**config.mk**
```make
export PLATFORM = sky130hd
export DESIGN_NAME = store_unit_flat
export DESIGN_NICKNAME = d
export VERILOG_FILES = /design/src/rtl/store_if.sv /design/src/rtl/store_unit.sv /design/src/flat_wrapper.sv
export SDC_FILE = /design/constraint.sdc
export NUM_CORES = 1
export LEC_CHECK = 0
export CAP_MARGIN = 20
export CORE_MARGIN = 2
export CORE_UTILIZATION = 40
export DETAILED_ROUTE_END_ITERATION = 10
export GPL_TIMING_DRIVEN = 0
export PLACE_DENSITY_LB_ADDON = 0.1
export SLEW_MARGIN = 20
export SYNTH_ARGS = -nofsm -noshare
export SYNTH_HDL_FRONTEND = slang
export SYNTH_SLANG_ARGS = --single-unit
```
**constraint.sdc**
```tcl
create_clock -name clk -period 1.7 [get_ports clk]
set_input_delay 0.425 -clock clk [delete_from_list [all_inputs] [get_ports clk]]
set_output_delay 0.425 -clock clk [all_outputs]
set_load 0.02 [all_outputs]
```
**src/rtl/store_if.sv**
```systemverilog
// Core-to-store-unit request handshake and store-unit-to-memory write port.
// The slave modport is the store unit; the master modport drives its inputs.
interface store_if;
  logic        st_valid;
  logic        st_ready;
  logic [2:0]  st_funct3;
  logic [31:0] st_addr;
  logic [31:0] st_data;
  logic        mem_req;
  logic [31:0] mem_addr;
  logic [31:0] mem_wdata;
  logic [3:0]  mem_wstrb;
  logic        mem_ack;
  logic        st_done;
  logic        st_misaligned;
  logic        st_illegal;
  logic        st_timeout;

  modport slave (
    input  st_valid, st_funct3, st_addr, st_data, mem_ack,
    output st_ready, mem_req, mem_addr, mem_wdata, mem_wstrb,
           st_done, st_misaligned, st_illegal, st_timeout
  );

  modport master (
    output st_valid, st_funct3, st_addr, st_data, mem_ack,
    input  st_ready, mem_req, mem_addr, mem_wdata, mem_wstrb,
           st_done, st_misaligned, st_illegal, st_timeout
  );
endinterface

```
**src/rtl/store_unit.sv**
```systemverilog
// SB/SH/SW store unit: lane-replicates data, builds byte strobes, holds a
// single memory write until ack or timeout, and reports status as pulses.
module store_unit #(
  parameter int unsigned ACK_TIMEOUT = 255
) (
  input  logic   clk,
  input  logic   rst_n,
  store_if.slave bus
);

  typedef enum logic {IDLE, WAIT} state_t;

  localparam logic [9:0] LAST_WAIT = 10'(ACK_TIMEOUT - 1);

  state_t      state_q, state_d;
  logic [9:0]  cnt_q, cnt_d;
  logic [31:0] addr_q, addr_d;
  logic [31:0] wdata_q, wdata_d;
  logic [3:0]  wstrb_q, wstrb_d;
  logic        done_q, done_d;
  logic        mis_q, mis_d;
  logic        ill_q, ill_d;
  logic        to_q, to_d;

  logic        req_illegal;
  logic        req_misaligned;
  logic [31:0] req_wdata;
  logic [3:0]  req_wstrb;

  // Width decode of the presented request; only used on the accepting edge.
  always_comb begin
    req_illegal    = 1'b0;
    req_misaligned = 1'b0;
    req_wdata      = bus.st_data;
    req_wstrb      = 4'b1111;
    case (bus.st_funct3)
      3'b000: begin
        req_wdata = {4{bus.st_data[7:0]}};
        req_wstrb = 4'b0001 << bus.st_addr[1:0];
      end
      3'b001: begin
        req_wdata      = {2{bus.st_data[15:0]}};
        req_wstrb      = bus.st_addr[1] ? 4'b1100 : 4'b0011;
        req_misaligned = bus.st_addr[0];
      end
      3'b010: begin
        req_misaligned = (bus.st_addr[1:0] != 2'b00);
      end
      default: req_illegal = 1'b1;
    endcase
  end

  always_comb begin
    state_d = state_q;
    cnt_d   = cnt_q;
    addr_d  = addr_q;
    wdata_d = wdata_q;
    wstrb_d = wstrb_q;
    done_d  = 1'b0;
    mis_d   = 1'b0;
    ill_d   = 1'b0;
    to_d    = 1'b0;
    case (state_q)
      IDLE: begin
        if (bus.st_valid) begin
          if (req_illegal) begin
            ill_d = 1'b1;
          end else if (req_misaligned) begin
            mis_d = 1'b1;
          end else begin
            state_d = WAIT;
            cnt_d   = '0;
            addr_d  = {bus.st_addr[31:2], 2'b00};
            wdata_d = req_wdata;
            wstrb_d = req_wstrb;
          end
        end
      end
      WAIT: begin
        // Ack is checked first so it wins over a simultaneous timeout.
        if (bus.mem_ack) begin
          state_d = IDLE;
          wstrb_d = 4'b0000;
          done_d  = 1'b1;
        end else if (cnt_q == LAST_WAIT) begin
          state_d = IDLE;
          wstrb_d = 4'b0000;
          to_d    = 1'b1;
        end else begin
          cnt_d = cnt_q + 10'd1;
        end
      end
      default: state_d = IDLE;
    endcase
  end

  always_ff @(posedge clk or negedge rst_n) begin
    if (!rst_n) begin
      state_q <= IDLE;
      cnt_q   <= '0;
      addr_q  <= '0;
      wdata_q <= '0;
      wstrb_q <= '0;
      done_q  <= 1'b0;
      mis_q   <= 1'b0;
      ill_q   <= 1'b0;
      to_q    <= 1'b0;
    end else begin
      state_q <= state_d;
      cnt_q   <= cnt_d;
      addr_q  <= addr_d;
      wdata_q <= wdata_d;
      wstrb_q <= wstrb_d;
      done_q  <= done_d;
      mis_q   <= mis_d;
      ill_q   <= ill_d;
      to_q    <= to_d;
    end
  end

  assign bus.st_ready      = (state_q == IDLE);
  assign bus.mem_req       = (state_q == WAIT);
  assign bus.mem_addr      = addr_q;
  assign bus.mem_wdata     = wdata_q;
  assign bus.mem_wstrb     = wstrb_q;
  assign bus.st_done       = done_q;
  assign bus.st_misaligned = mis_q;
  assign bus.st_illegal    = ill_q;
  assign bus.st_timeout    = to_q;

endmodule

```
**src/flat_wrapper.sv**
```systemverilog
// flat-port wrapper written by rule: the top's interface ports become plain ports
module store_unit_flat 
#(
  parameter int unsigned ACK_TIMEOUT = 255
)
  (clk, rst_n, bus_st_valid, bus_st_funct3, bus_st_addr, bus_st_data, bus_mem_ack, bus_st_ready, bus_mem_req, bus_mem_addr, bus_mem_wdata, bus_mem_wstrb, bus_st_done, bus_st_misaligned, bus_st_illegal, bus_st_timeout);
  store_if bus_i ();
  input  logic clk;
  input  logic rst_n;
  input wire logic [$bits(bus_i.st_valid)-1:0] bus_st_valid;
  input wire logic [$bits(bus_i.st_funct3)-1:0] bus_st_funct3;
  input wire logic [$bits(bus_i.st_addr)-1:0] bus_st_addr;
  input wire logic [$bits(bus_i.st_data)-1:0] bus_st_data;
  input wire logic [$bits(bus_i.mem_ack)-1:0] bus_mem_ack;
  output wire logic [$bits(bus_i.st_ready)-1:0] bus_st_ready;
  output wire logic [$bits(bus_i.mem_req)-1:0] bus_mem_req;
  output wire logic [$bits(bus_i.mem_addr)-1:0] bus_mem_addr;
  output wire logic [$bits(bus_i.mem_wdata)-1:0] bus_mem_wdata;
  output wire logic [$bits(bus_i.mem_wstrb)-1:0] bus_mem_wstrb;
  output wire logic [$bits(bus_i.st_done)-1:0] bus_st_done;
  output wire logic [$bits(bus_i.st_misaligned)-1:0] bus_st_misaligned;
  output wire logic [$bits(bus_i.st_illegal)-1:0] bus_st_illegal;
  output wire logic [$bits(bus_i.st_timeout)-1:0] bus_st_timeout;
  assign bus_i.st_valid = bus_st_valid;
  assign bus_i.st_funct3 = bus_st_funct3;
  assign bus_i.st_addr = bus_st_addr;
  assign bus_i.st_data = bus_st_data;
  assign bus_i.mem_ack = bus_mem_ack;
  assign bus_st_ready = bus_i.st_ready;
  assign bus_mem_req = bus_i.mem_req;
  assign bus_mem_addr = bus_i.mem_addr;
  assign bus_mem_wdata = bus_i.mem_wdata;
  assign bus_mem_wstrb = bus_i.mem_wstrb;
  assign bus_st_done = bus_i.st_done;
  assign bus_st_misaligned = bus_i.st_misaligned;
  assign bus_st_illegal = bus_i.st_illegal;
  assign bus_st_timeout = bus_i.st_timeout;
  store_unit #(.ACK_TIMEOUT(ACK_TIMEOUT)) u_core (.clk(clk), .rst_n(rst_n), .bus(bus_i));
endmodule
```
* Yosys cells after proc, flatten, opt, wreduce, memory -nomap -nowiden
Cells that the tools add are included. Widths: inputs -> output; s select.
Storage, ports and cells: register bits after elaboration 81, bits in latches 0, memory bits (writable) 0, ROM bits 0, input bits 71, output and inout port bits 74, word-level logic and storage cells 62, memories kept 0
Operators by class: add/sub/neg operators 1, multiply operators 0, div/mod/pow operators 0, $lt $le $gt $ge 0, eq/ne operators 9, shift operators 1, muxes and demuxes 34, bitwise gates (word level) 2, reduce and logical (&&, ||, !) cells 6
Operators by type and width (count):
- $pmux 32 s2 | 1
- $mux 10 | 5
- $mux 4 | 6
- $pmux 10 s2 | 1
- $mux 1 | 17
- $pmux 4 s2 | 2
- $add 10x1->10 const B | 1
- $eq 10x8->1 const B | 1
- $ne 2x2->1 const B | 5
- $reduce_and 4->1 | 2
- $reduce_and 5->1 | 1
- $pmux 1 s2 | 2
- $shl 1x2->4 const A | 1
- $eq 3x1->1 const B | 1
- $eq 3x2->1 const B | 1
- $logic_not 3->1 | 1
- $ne 3x3->1 const B | 1
- $reduce_or 3->1 | 1
- $not 1->1 | 2
- $reduce_bool 2->1 | 1

* Depth between registers and ports, before layout
depth after elaboration 6, depth in mapped cells 7, gate-level depth less buffers 7

* Worst setup path before layout
OpenSTA, ideal clock, no wires.
kind flip-flop to flip-flop, start point register u_core.cnt_q[0], end point register u_core.cnt_q[8], setup time 0.126 ns, data arrival time 1.463 ns, required time 1.574 ns, setup slack 0.111 ns, cell stages (with the launch flop) 7, path buffers 0, clock period less this slack 1.589 ns, cells stage by stage dfrtp_1 -> inv_1 -> ha_1 -> nor3b_2 -> a31oi_4 -> nor2_8 -> a221o_1
On the way: longest elaborated chain between the ends 4, elaborated cells between the ends (all ways) 7, those cells by class 1 x add/sub; 2 x eq/ne; 3 x mux; 1 x reduce/logical
RTL lines:
- from (decl) | line store_unit.sv:16 | logic [9:0] cnt_q, cnt_d;
- from (signal assigned) | line store_unit.sv:110 | cnt_q <= cnt_d;
- $add 10x1->10 | line store_unit.sv:90 | cnt_d = cnt_q + 10'd1;
- $mux 10 | line store_unit.sv:85 | end else if (cnt_q == LAST_WAIT) begin
- $mux 10 | line store_unit.sv:81 | if (bus.mem_ack) begin
- $pmux 10 s2 | line store_unit.sv:63 | case (state_q)
Parallel ways exist; a longest one is shown, timed or not. The select of a mux whose other input is x is not followed. A chain may end at the register's enable or synchronous reset.

* Final worst setup path
start point register u_core.cnt_q[0], end point register u_core.cnt_q[9]
The elaborated chain is that of the path after synthesis.

==> summary.md <==
The run finished with clean final reports. The number of global-route vias before repair is 3337. Summed over all layers, the global routing overflow is 0. The run gives 0 as the max-slew violation count.

The power density over the cells is 1090 nW/um2. For this design the top-level I/O count stands at 145. For the number of antenna violations at the first check in global routing, the log shows 0. After layout, the worst path uses 97.1% of the clock period. Setup repair after global routing could not meet its margin everywhere. Global routing used 21.4% of the available tracks. The antenna diode count is 0. Class of the tightest hold or removal check: in2reg. In this run the tightest slew margin relative to its limit is 60.1%.

For the worst-skew pair, the clock arrives at the later sink with an insertion delay of 0.35 ns. The most frequent cell after synthesis was nand2_1. Along the worst hold path, the cell count comes to 2. STA classifies the critical path startpoint as a flop. The worst register-to-register path has a depth of 7. In the routed design, unresolved DRC markers number 0.

Global-route wire length before repair: 16900 um. After clock tree synthesis, the clock-pin slew on the worst setup and hold paths is 0.08 ns. The maximum VDD drop came out at 0.550 mV. Row generation in the floorplan step produced 35 rows. The logs give 0.0489 ns for the final critical-path setup slack and -0.640 ns for the minimum setup slack after placement. The highest fanout seen on the critical path is 4. At the end of routability-driven placement, the weighted congestion stood at 0.789. The number of synthesized register bits works out to 81.

Detailed placement ended at an HPWL of 7680 um. Die area: 10200 um2. The share of the core filled with cells in the final layout was 61.3%.

The kind of cell adding the most delay to the critical path was compound AO/OA/AOI/OAI gates. The worst hold path begins at bus_st_valid. From synthesis to final layout, the design area changed by 49.4%. The cell type contributing the most total cell area after synthesis was dfrtp_1. The setup path with the least slack is of type reg2reg. After technology mapping, the gate count stands at 392.

In this run the critical register-to-register path is launched from u_core.cnt_q[0]$_DFFE_PN0P_. The y dimension of the die came out at 101 um. After synthesis, the mean cell area works out to 9.58 um2. In this run the cell area of the synthesized design comes to 3750 um2. The worst setup path is captured at a flop. In the synthesized netlist the dominant register cell turns out to be dfrtp_1. The count of input and output buffers came out at 141. For hold timing, the worst endpoint is u_core.bus.st_illegal$_DFF_PN0_. By count the netlist is led by nand2_1, dfrtp_1, o21ai_0. The slew at the pin with the worst max-slew slack came out at 0.597 ns. Max-cap violations in this run came to 0.

The clock period minus final worst setup slack was 1.65 ns; the count of buffering cells on the critical path with inverters included was 2. The detailed router's first-iteration violation count was 89; the fmax was 606 MHz. The number of warnings issued by yosys is 0, and the layout filler cell count is 875. After routing the design area is 5610 um2. For the count of nets left with antenna violations after detail routing, the log shows 0.

Counting flops with a built-in enable in the synthesized netlist gives 0. Setup violations remaining at the end of the flow were counted as 0. Clock tree synthesis found a total of 81 sinks. For the setup slack of the worst register-to-register path, the log shows 0.05 ns. The deepest clock path buffer count came out at 2.

The root buffer cell is clkbuf_8. The total detailed-routing wirelength came out at 10500 um. The core region is 9150 um2. In this run the cell area measured after placement is 5330 um2. After synthesis, the largest area contributor takes up 54.0% of total cell area. Dividing the detail-routed via count by the number of cells gives 4.99. For this design, the slowest cell found on the critical path is dfrtp_2.

The number of different library cells used by synthesis comes to 44. The post-route netlist has 11.8% of its cells at a drive strength greater than 1. In this run the horizontal extent of the chip is 101 um. Final hold violation count: 0.

TritonCTS built the clock tree. The required time reported for the critical path endpoint came out at 1.94 ns. The maximum number of pins on one net before global-route repair was 58. Detailed routing inserted a total of 3352 vias. The leakage power of the design was 2.81 nW. Data on the critical path arrives at its endpoint at 1.89 ns. The share of synthesized flip-flops with an asynchronous set or reset came out at 100%. The largest single stage delay on the critical path is 0.41 ns.

Across the routed clock network, the largest skew measured is 0.00755 ns. The mean routed wirelength per cell works out to 15.6 um. The signal on the critical path passes through inv_2 > ha_4 > nor3b_4 > a31oi_4 > buf_6 > o211a_1 > a211o_1. The run gives 4 as the detailed-routing iteration count for the pre-antenna-repair pass. The capture instance of the worst register-to-register path was u_core.cnt_q[9]$_DFFE_PN0P_. Once the floorplan was initialized, standard cells occupied 41.0% of the core.

Ranked by total cell area, the synthesized netlist is headed by dfrtp_1, nand2_1, mux2i_1. Sequential elements use 54.0% of the synthesized area. At the end of the flow, the number of nets in the layout was 629. The run gives 3 as the number of H-tree levels.

Buffers inserted during clock tree synthesis total 9.
## placed cells by master, fill, tap and decap left out, drive strengths merged, types with 2 or more instances in the layout
master,instances
nand3,9
nor4,4
o21ai,40
nor3,4
nor3b,5
bufinv,2
clkbuf,15
a211o,3
a21oi,3
o21a,3
a221o,2
dlygate4sd2,74
mux2i,28
o2bb2ai,6
dfrtp,81
nor2,8
clkdlybuf4s50,63
buf,29
conb,2
clkinv,3
ha,2
nand2,151
and3,3
inv,6
dlymetal6s2s,2
## flip-flops by register name (all words and copies together), names as in the netlist
register and cells:
u_core.bus.mem_wdata 32, u_core.bus.mem_wstrb 4, u_core.bus.mem_addr 30, u_core.bus.mem_req 1, u_core.bus.st_illegal 1, u_core.cnt_q 10
u_core.bus.st_timeout 1, u_core.bus.st_misaligned 1, u_core.bus.st_done 1
## worst max path at each step
stage / endpoint / depth (start not counted) / slack (ns) / start
after floorplan: u_core.cnt_q[8]$_DFFE_PN0P_ / 6 / 0.11 / u_core.cnt_q[0]$_DFFE_PN0P_
after global placement: u_core.cnt_q[2]$_DFFE_PN0P_ / 1 / -2.77 / rst_n
after detailed placement: u_core.bus.mem_wdata[20]$_DFFE_PN0P_ / 5 / -0.64 / bus_st_funct3[1]
after CTS: u_core.cnt_q[6]$_DFFE_PN0P_ / 5 / 0.003 / u_core.cnt_q[1]$_DFFE_PN0P_
after global routing: u_core.cnt_q[9]$_DFFE_PN0P_ / 7 / -0.02 / u_core.cnt_q[0]$_DFFE_PN0P_
final: u_core.cnt_q[9]$_DFFE_PN0P_ / 7 / 0.05 / u_core.cnt_q[0]$_DFFE_PN0P_
## area by class of cell
type | instances | area [um2] | area share [%]
sequential | 81 | 2030 | 36.2
buffer | 22 | 159 | 2.83
timing repair buffer | 152 | 1430 | 25.5
multi-input combinational | 285 | 1610 | 28.8
tap | 111 | 139 | 2.48
clock buffer | 10 | 128 | 2.28
clock inverter | 6 | 91.3 | 1.63
inverter | 5 | 18.8 | 0.335
## routing by layer
| layer | part of all wire (%) | vias up | wire length (um) | track usage [%] |
|---|---|---|---|---|
| li1 | - | 1643 | - | - |
| met3 | 4.8 | 8 | 501 | 3.40 |
| met2 | 48 | 99 | 5040 | 34.9 |
| met5 | 0 | - | 0 | 0 |
| met1 | 46 | 1602 | 4820 | 29.0 |
| met4 | 1.1 | 0 | 114 | 7.06 |
## report_power, final
part	internal (mW)	leakage, nW	switching, mW
clock	0.836	0.111	0.734
combinational	0.839	1.68	1.15
sequential	2.33	1.02	0.221
total	4.01	2.81	2.10
## per-stage QoR
step	total power [mW]	hold WS, ns	setup TNS (ns)	cells
finish	6.11	0.420	0	672
floorplan	3.61	0.129	0	393
detailed placement	4.79	0.360	-39.16	646
global route	6.46	0.416	-0.0357	672
global placement	4.73	0.457	-260.67	645
CTS	6.12	0.477	0	669
## cells by family (layout without fill, tap and decap cells)
group / Yosys count / count (layout) / synth area share, %
other: 1 / 2 / 0.0999
AOI/OAI and AO/OA: 63 / 63 / 10.7
and+or+nand+nor: 190 / 190 / 22.6
adders and majority gates: 2 / 2 / 0.666
buffers and inverters: 27 / 195 / 4.50
muxes: 28 / 28 / 7.46
DFF: 81 / 81 / 54.0
## worst reg2reg max path, delay by kind of cell, from the launching register on
family                   cells  cell delay (ns)
AO/OA/AOI/OAI                3             0.51
flip-flops                   1             0.41
AND/OR/NAND/NOR              1             0.27
buffers and inverters        2             0.23
adder cells (fa/ha/maj)      1             0.12
## what timing repair did
item | 4_1_cts | 5_1_grt
resized for setup | 91 | 10
endpoints found under the hold margin | 24 | 0
hold buffers | 1 | 0
setup endpoints to repair | 146 | 23
pin swaps | 3 | 3
setup buffers | 6 | 3
No activity file was read; power rests on OpenSTA's default activity.
